[config.mk]
export PLATFORM = sky130hd
export DESIGN_NAME = apb_slave_regfile
export DESIGN_NICKNAME = d
export VERILOG_FILES = /design/src/rtl/apb_pkg.sv /design/src/rtl/apb_regfile_mem.sv /design/src/rtl/apb_slave_regfile.sv
export SDC_FILE = /design/constraint.sdc
export NUM_CORES = 1
export LEC_CHECK = 0
export CAP_MARGIN = 5
export CORE_MARGIN = 3
export CORE_UTILIZATION = 55
export DETAILED_ROUTE_END_ITERATION = 6
export PLACE_DENSITY = 0.71
export SYNTH_ARGS = -nofsm -noshare
export SYNTH_HDL_FRONTEND = slang
export SYNTH_SLANG_ARGS = --single-unit
[constraint.sdc]
create_clock -name clk -period 3.7 [get_ports clk]
set_input_delay 0.74 -clock clk [delete_from_list [all_inputs] [get_ports clk]]
set_output_delay 0.74 -clock clk [all_outputs]
set_load 0.01 [all_outputs]
[src/rtl/apb_pkg.sv]
// Shared types and constants for the APB register file slice.
// Default bus widths, response codes and the completer state encoding.
package apb_pkg;

  localparam int DFLT_DATA_W = 32;
  localparam int DFLT_ADDR_W = 5;

  localparam logic RESP_OKAY  = 1'b0;
  localparam logic RESP_ERROR = 1'b1;

  typedef enum logic [1:0] {
    IDLE,
    SETUP,
    ACCESS,
    DONE
  } state_t;

endpackage

[src/rtl/apb_regfile_mem.sv]
// DEPTH x DATA_W storage: synchronous write, registered read port.
// Out-of-range accesses never touch storage and read back as zero.
module apb_regfile_mem #(
  parameter int DATA_W = 32,
  parameter int ADDR_W = 5,
  parameter int DEPTH  = 32
) (
  input  logic              clk,
  input  logic              resetn,
  input  logic              we,
  input  logic [ADDR_W-1:0] waddr,
  input  logic [DATA_W-1:0] wdata,
  input  logic              re,
  input  logic [ADDR_W-1:0] raddr,
  output logic [DATA_W-1:0] rdata
);

  localparam int IW = (DEPTH > 1) ? $clog2(DEPTH) : 1;

  logic [DATA_W-1:0] mem [DEPTH];
  logic              w_ok;
  logic              r_ok;

  assign w_ok = int'(waddr) < DEPTH;
  assign r_ok = int'(raddr) < DEPTH;

  always_ff @(posedge clk or negedge resetn) begin
    if (!resetn) begin
      for (int i = 0; i < DEPTH; i++) begin
        mem[i] <= '0;
      end
      rdata <= '0;
    end else begin
      if (we && w_ok) begin
        mem[waddr[IW-1:0]] <= wdata;
      end
      if (re) begin
        rdata <= r_ok ? mem[raddr[IW-1:0]] : '0;
      end
    end
  end

endmodule

[src/rtl/apb_slave_regfile.sv]
// APB3 completer in front of a register file, fixed wait states.
// Read data and error status are settled on the edge entering the pready cycle.
module apb_slave_regfile
  import apb_pkg::*;
#(
  parameter int DATA_W      = DFLT_DATA_W,
  parameter int ADDR_W      = DFLT_ADDR_W,
  parameter int DEPTH       = 32,
  parameter int WAIT_STATES = 1
) (
  input  logic              clk,
  input  logic              resetn,
  input  logic              psel,
  input  logic              penable,
  input  logic              pwrite,
  input  logic [ADDR_W-1:0] addr,
  input  logic [DATA_W-1:0] pwdata,
  output logic              pready,
  output logic              pslverr,
  output logic [DATA_W-1:0] prdata
);

  localparam int CW = (WAIT_STATES > 0) ? $clog2(WAIT_STATES + 1) : 1;
  localparam logic [CW-1:0] WS = CW'(WAIT_STATES);

  state_t            state;
  state_t            state_nxt;
  logic [CW-1:0]     cnt;
  logic [CW-1:0]     cnt_nxt;
  logic [ADDR_W-1:0] lat_addr;
  logic              lat_write;
  logic [DATA_W-1:0] lat_wdata;
  logic              chg;
  logic              err;

  logic xfer;
  logic setup_req;
  logic mismatch;
  logic oob;
  logic last;
  logic fire;
  logic latch;
  logic track;
  logic we;
  logic re;

  assign xfer      = psel & penable;
  assign setup_req = psel & ~penable;
  assign mismatch  = (addr != lat_addr) || (pwrite != lat_write);
  assign oob       = int'(lat_addr) >= DEPTH;
  assign last      = (state == ACCESS) && (cnt == WS);

  // fire: the edge that opens the completing cycle
  assign fire = xfer &&
    (((state == SETUP) && (WAIT_STATES == 0)) ||
     ((state == ACCESS) && !last && (cnt + CW'(1) == WS)));

  assign latch = setup_req && (state != ACCESS);
  assign track = xfer && ((state == SETUP) || ((state == ACCESS) && !last));

  always_comb begin
    state_nxt = state;
    cnt_nxt   = cnt;
    unique case (state)
      IDLE: begin
        if (setup_req) state_nxt = SETUP;
      end
      SETUP: begin
        if (!psel) begin
          state_nxt = IDLE;
        end else if (penable) begin
          state_nxt = ACCESS;
          cnt_nxt   = '0;
        end
      end
      ACCESS: begin
        if (last) begin
          state_nxt = DONE;
        end else if (!xfer) begin
          state_nxt = IDLE;
        end else begin
          cnt_nxt = cnt + CW'(1);
        end
      end
      DONE: begin
        if (!psel) begin
          state_nxt = IDLE;
        end else if (!penable) begin
          state_nxt = SETUP;
        end
      end
      default: state_nxt = IDLE;
    endcase
  end

  always_ff @(posedge clk or negedge resetn) begin
    if (!resetn) begin
      state     <= IDLE;
      cnt       <= '0;
      lat_addr  <= '0;
      lat_write <= 1'b0;
      lat_wdata <= '0;
      chg       <= 1'b0;
      err       <= 1'b0;
    end else begin
      state <= state_nxt;
      cnt   <= cnt_nxt;
      if (latch) begin
        lat_addr  <= addr;
        lat_write <= pwrite;
        lat_wdata <= pwdata;
        chg       <= 1'b0;
      end else if (track) begin
        chg <= chg | mismatch;
      end
      if (fire) begin
        err <= oob | chg | mismatch;
      end
    end
  end

  assign we = last && lat_write && !err;
  assign re = fire && !lat_write && !(chg || mismatch);

  apb_regfile_mem #(
    .DATA_W(DATA_W),
    .ADDR_W(ADDR_W),
    .DEPTH (DEPTH)
  ) u_mem (
    .clk   (clk),
    .resetn(resetn),
    .we    (we),
    .waddr (lat_addr),
    .wdata (lat_wdata),
    .re    (re),
    .raddr (lat_addr),
    .rdata (prdata)
  );

  assign pready  = last;
  assign pslverr = (last && err) ? RESP_ERROR : RESP_OKAY;

endmodule

== After elaboration in Yosys (flattened, before gate mapping) ==
Index checks and enable logic that the tools add are counted.

* Bits in registers: 1,099
* Bits of input ports: 42
* Output and inout bits: 34
* Logic and storage cells: 108

* $add $sub $neg: 1
* Magnitude comparators: 2
* Equality and inequality tests: 14
* Mux-type cells: 22
* Bitwise gates (word level): 5
* Reductions and logical operators: 24

{| class="wikitable"
|+ Operators with widths
! cell !! count
|-
| bitwise mux 1024 bit || 1
|-
| binary-select mux 32 bit (select 5 bit) || 1
|-
| demux 32 bit (select 5 bit) || 1
|-
| 2-to-1 mux 32 bit || 3
|-
| 2-to-1 mux 2 bit || 7
|-
| logical AND 1 bit || 12
|-
| inequality test 2 bit, second input constant || 6
|-
| inequality test 3 bit, second input constant || 3
|-
| case mux 2 bit (4 select lines) || 1
|-
| 2-to-1 mux 1 bit || 7
|-
| greater-or-equal comparator 6 bit, second input constant || 1
|-
| less-than comparator 6 x 1 -> 1 bit, second input constant || 1
|-
| inverter 5 -> 6 bit || 1
|-
| inequality test 5 bit || 1
|-
| AND reduction 5 bit || 1
|-
| equality test 2 bit, second input constant || 2
|-
| zero test 1 bit || 4
|-
| AND reduction 4 bit || 1
|-
| nonzero test 2 bit || 2
|-
| logical OR 1 bit || 3
|-
| bitwise AND 1 bit || 2
|-
| equality test 2 x 1 -> 1 bit, second input constant || 1
|-
| zero test 2 bit || 1
|-
| case mux 1 bit (2 select lines) || 1
|-
| 4 further kinds || 4
|}

== Depth between registers and ports, before layout ==
* Depth in word-level cells: 8
* Gate-level depth with buffers: 9
* Gate-level depth less buffers: 5

== Cells and area by module ==
From an unflattened synthesis, not the netlist that was laid out.

* Cell total of the unflattened synthesis: 3,538
* Area, all modules: 50,028.0 sq um

{| class="wikitable"
|+ Modules (own cells, without submodules)
! module !! times used !! cells each !! area each (sq um) !! sequential area each (sq um)
|-
| apb_regfile_mem || 1 || 3,419 || 48,183.7 || 26,425.3
|-
| apb_slave_regfile || 1 || 119 || 1,844.3 || 1,076.0
|}

== Worst setup path after synthesis ==
No wires, ideal clock.

* Path kind: register to register
* Start point: register state[0]
* End point: register u_mem.mem[417] in the netlist's numbering
* Setup time: 0.125 ns
* Arrival time: 2.291 ns
* Data required time: 3.575 ns
* Setup slack: 1.284 ns
* Stages on the path, launching flop included: 7
* Period minus slack after synthesis: 2.416 ns
* Path through: dfrtp_1 -> nand2b_2 -> or3_4 -> nor3b_4 -> nand2_4 -> buf_6 -> mux2_4

* Longest elaborated chain between the ends: 4

{| class="wikitable"
|+ RTL lines
! element !! RTL line !! source
|-
| start, declared || apb_slave_regfile.sv:26 || <nowiki>state_t state;</nowiki>
|-
| start signal, assigned || apb_slave_regfile.sv:106 || <nowiki>state <= state_nxt;</nowiki>
|-
| equality test 2 bit || apb_slave_regfile.sv:51 || <nowiki>assign last = (state == ACCESS) && (cnt == WS);</nowiki>
|-
| logical AND 1 bit || apb_slave_regfile.sv:51 ||
|-
| logical AND 1 bit (2 in series) || apb_slave_regfile.sv:122 || <nowiki>assign we = last && lat_write && !err;</nowiki>
|-
| end signal, assigned by index || apb_regfile_mem.sv:35 || <nowiki>mem[waddr[IW-1:0]] <= wdata;</nowiki>
|-
| end, declared || apb_regfile_mem.sv:20 || <nowiki>logic [DATA_W-1:0] mem [DEPTH];</nowiki>
|}

Every way passes these cells.
A chain may end at the register's enable or synchronous reset.

== Worst setup path after layout ==
* Start point: register lat_addr[3]
* End point: register u_mem.mem[697] in the netlist's numbering

* Longest elaborated chain between the ends: 6
* Elaborated cells between the ends (all ways): 7

{| class="wikitable"
|+ RTL lines
! element !! RTL line !! source
|-
| start, declared || apb_slave_regfile.sv:30 || <nowiki>logic [ADDR_W-1:0] lat_addr;</nowiki>
|-
| start signal, assigned || apb_slave_regfile.sv:109 || <nowiki>lat_addr <= addr;</nowiki>
|-
| inverter 5 -> 6 bit (not written as such) * || apb_regfile_mem.sv:35 ||
|-
| greater-or-equal comparator 6 bit (not written as such) or less-than comparator 6 x 1 -> 1 bit (tied branches) || apb_regfile_mem.sv:35 ||
|-
| logical AND 1 bit (not written as such) || apb_regfile_mem.sv:35 ||
|-
| 2-to-1 mux 32 bit (not written as such) || apb_regfile_mem.sv:35 ||
|-
| demux 32 bit (select 5 bit) * || apb_regfile_mem.sv:35 ||
|-
| bitwise mux 1024 bit * || apb_regfile_mem.sv:35 ||
|}

Every way passes the cells marked *; elsewhere a longest branch is shown, timed or not.

==> results.py <==
metrics = {
    "min_path": {
        "hp-class": "in2async",
    },
    "setup_path": {
        "cp.required_ns": 4.26,
        "cp.arrival_ns": 3.67,
        "start_kind": "register",
        "crit_path_max_fanout": 32,
        "critPathKind": "reg2reg",
        "cp-end-kind": "register",
    },
    "routing": {
        "ant_nets": 0,
        "drt_iter0_markers": 2276,
        "finalWirelength_mm": 136,
        "drc": 3,
        "routedWlPerCell_um": 29.9,
        "viasPerCell": 6.49,
        "first_pass_iters": 7,
        "vias": 29500,
    },
    "power": {
        "power_frac_comb_pct": 25.7,
        "p_clk_share_pct": 27.9,
        "power.total_mw": 42.7,
        "cellInternalPower_mw": 29.2,
        "switching_power_mw": 13.5,
        "leakage_nw": 27.5,
        "ir_drop_mv": 0.741,
        "pwr-share-seq_pct": 46.4,
        "p_per_area_nw_per_um2": 765,
        "swShare_pct": 31.5,
    },
    "floorplanning": {
        "die_h_um": 306,
        "io_pins": 76,
        "dieArea_um2": 93700,
        "die_w_um": 306,
        "core.rowCount": 109,
        "core-area_um2": 88800,
        "initial_utilization_pct": 55.8,
    },
    "synthesis": {
        "ys.flop_type": "dfrtp_1",
        "synth_largest_area_cell": "dfrtp_1",
        "yosysMostFrequentCell": "dfrtp_1",
        "syn_avg_cell_area_um2": 15.1,
        "synth_common_cells": "dfrtp_1 (1099), mux2_2 (911), mux2i_1 (275)",
        "synthesis.area_um2": 49500,
        "yosysWarnings": 0,
        "synth_nets": 3314,
        "synthTopCellsByArea": "dfrtp_1 (56%), mux2_2 (21%), mux2i_1 (5.6%), mux4_2 (5.3%), mux2_4 (4.7%)",
        "synthArstFlopShare_pct": 100,
        "synthCells": 3272,
        "synth_seq_cells": 1099,
        "synth-edff-count": 0,
        "synth_top_area_share_pct": 55.5,
        "seq_area_frac_synth_pct": 55.5,
        "synth.distinct_cells": 52,
    },
    "timing": {
        "tns_ns": 0,
        "setup_viol": 0,
        "slew-limit-headroom_pct": 17.6,
        "rsz0062_at_grt": "no",
        "drv_slew": 0,
        "worst-slew-pin-transition_ns": 1.24,
        "fmax_mhz": 322,
        "finalHoldViolCount": 0,
        "min_period_ns": 3.10,
        "skew_ns": 0.0236,
        "fin_crit_sh_pct": 83.9,
    },
    "global_routing": {
        "globalRoute.totalOverflow": 0,
        "first_global_vias": 31600,
        "grt_antenna_before_repair": 1,
        "grt_max_degree": 102,
        "grt_pass1_wl_mm": 205,
        "grt_use_total_pct": 29.2,
    },
    "flow_run": {
        "drv_cap": 0,
    },
    "cts": {
        "clk_pin_slew_ns": 0.06,
        "cts_tree": "done",
        "clkSinkCount": 1099,
        "cts_buffers": 113,
        "ctsResizeCount": 0,
        "root_buffer": "clkbuf_16",
        "cts_setup_buffers": 0,
        "cts_hold_buf": 0,
        "cts_max_level": 3,
        "clock_latency_ns": 0.69,
        "cts_buffer_depth": 3,
    },
    "placed_design": {
        "hpwl_mm": 79.6,
        "gp_congestion": 0.836,
        "port_buffers": 75,
    },
    "cells_and_area": {
        "fill_cells": 6305,
        "nets": 3328,
        "syn_to_final_growth_pct": 12.7,
        "drive_gt1_share_pct": 46.2,
    },
    "outcome": {
        "status": "complete, but fails checks",
        "violations": "DRC",
    },
}
area by class of cell:
class                      count  area (um^2)  area share, %
inverter                       1         3.75        0.00672
clock inverter                52          599           1.07
sequential                  1099        27500           49.3
timing repair buffer         208         2150           3.86
antenna                        1         2.50        0.00448
multi-input combinational   1863        20800           37.2
clock buffer                 160         3330           5.96
tap                         1165         1460           2.61
cell usage in the layout, fill, tap and decap left out, drive strengths merged, types with 12 or more instances in the layout:
| cell type | n |
|---|---|
| clkinv | 32 |
| buf | 134 |
| a22oi | 57 |
| mux2i | 275 |
| bufinv | 12 |
| clkdlybuf4s50 | 74 |
| nor2 | 18 |
| o21a | 28 |
| o22ai | 133 |
| nor4 | 30 |
| dfrtp | 1099 |
| mux4 | 117 |
| clkbuf | 160 |
| mux2 | 1065 |
| nand2 | 31 |
| nand4 | 29 |
sequential cells by signal (all words and copies together) (netlist names):
signal,flops
lat_write,1
state,2
u_mem.mem,1024
u_mem.rdata,32
cnt,1
err,1
lat_addr,5
chg,1
lat_wdata,32
worst paths after layout:
path | start | end | slack [ns] | cells past startpoint
setup reg to reg | lat_addr[3]$_DFFE_PN0P_ | u_mem.mem[697]$_DFFE_PN0P_ | 0.60 | 4
min in group clk | u_mem.mem[512]$_DFFE_PN0P_ | u_mem.mem[512]$_DFFE_PN0P_ | 0.50 | 1
hold / removal | resetn | u_mem.mem[387]$_DFFE_PN0P_ | 0.11 | 1
hold reg to reg | u_mem.mem[512]$_DFFE_PN0P_ | u_mem.mem[512]$_DFFE_PN0P_ | 0.50 | 1
max in group asynchronous | resetn | u_mem.mem[596]$_DFFE_PN0P_ | 2.47 | 2
setup / recovery | lat_addr[3]$_DFFE_PN0P_ | u_mem.mem[697]$_DFFE_PN0P_ | 0.60 | 4
power groups by stage:
stage,clock network (mW),logic (mW),registers [mW]
final,11.9,11.0,19.8
after global routing,12.6,11.7,20.3
after CTS,12.1,11.0,19.7
after detailed placement,0,11.0,19.9
after global placement,0,10.6,19.4
after floorplan,0,9.41,17.6
layer usage:
layer	vias up	routed length, um	GRT usage (%)	part of all wire, %
met5	-	0	0	0
met4	0	4780	10.3	3.5
met3	293	8290	5.68	6.1
met2	980	65600	47.4	48
met1	16000	57400	39.6	42
li1	12200	-	-	-
cells by family after synthesis:
| kind of cell | share of synthesized area (%) |
|---|---|
| buf+inv | 2.80 |
| compound gates | 3.33 |
| simple gates | 1.97 |
| flops | 55.5 |
| mux | 36.3 |
| xor+xnor | 0.106 |
through the flow:
| stage | util, % | cells | area (um^2) | worst slack, ns | hold slack (ns) |
|---|---|---|---|---|---|
| after floorplan | - | 3272 | 49500 | 1.28 | 0.444 |
| after global placement | 58.5 | 4336 | 51900 | 0.625 | 0.482 |
| after detailed placement | 58.5 | 4336 | 51900 | 0.508 | 0.489 |
| after CTS | 62.9 | 4548 | 55800 | 0.626 | 0.108 |
| after global routing | 62.9 | 4548 | 55800 | 0.498 | 0.126 |
| final | 62.9 | 4549 | 55800 | 0.596 | 0.110 |
critical path, stage by stage, from the launching register on:
cell and delay [ns]:
dfrtp_1 0.80, nand2b_1 0.37, nor2_4 0.56, nand2_4 0.66, mux2_4 0.52
No activity file was read; power rests on OpenSTA's default activity.
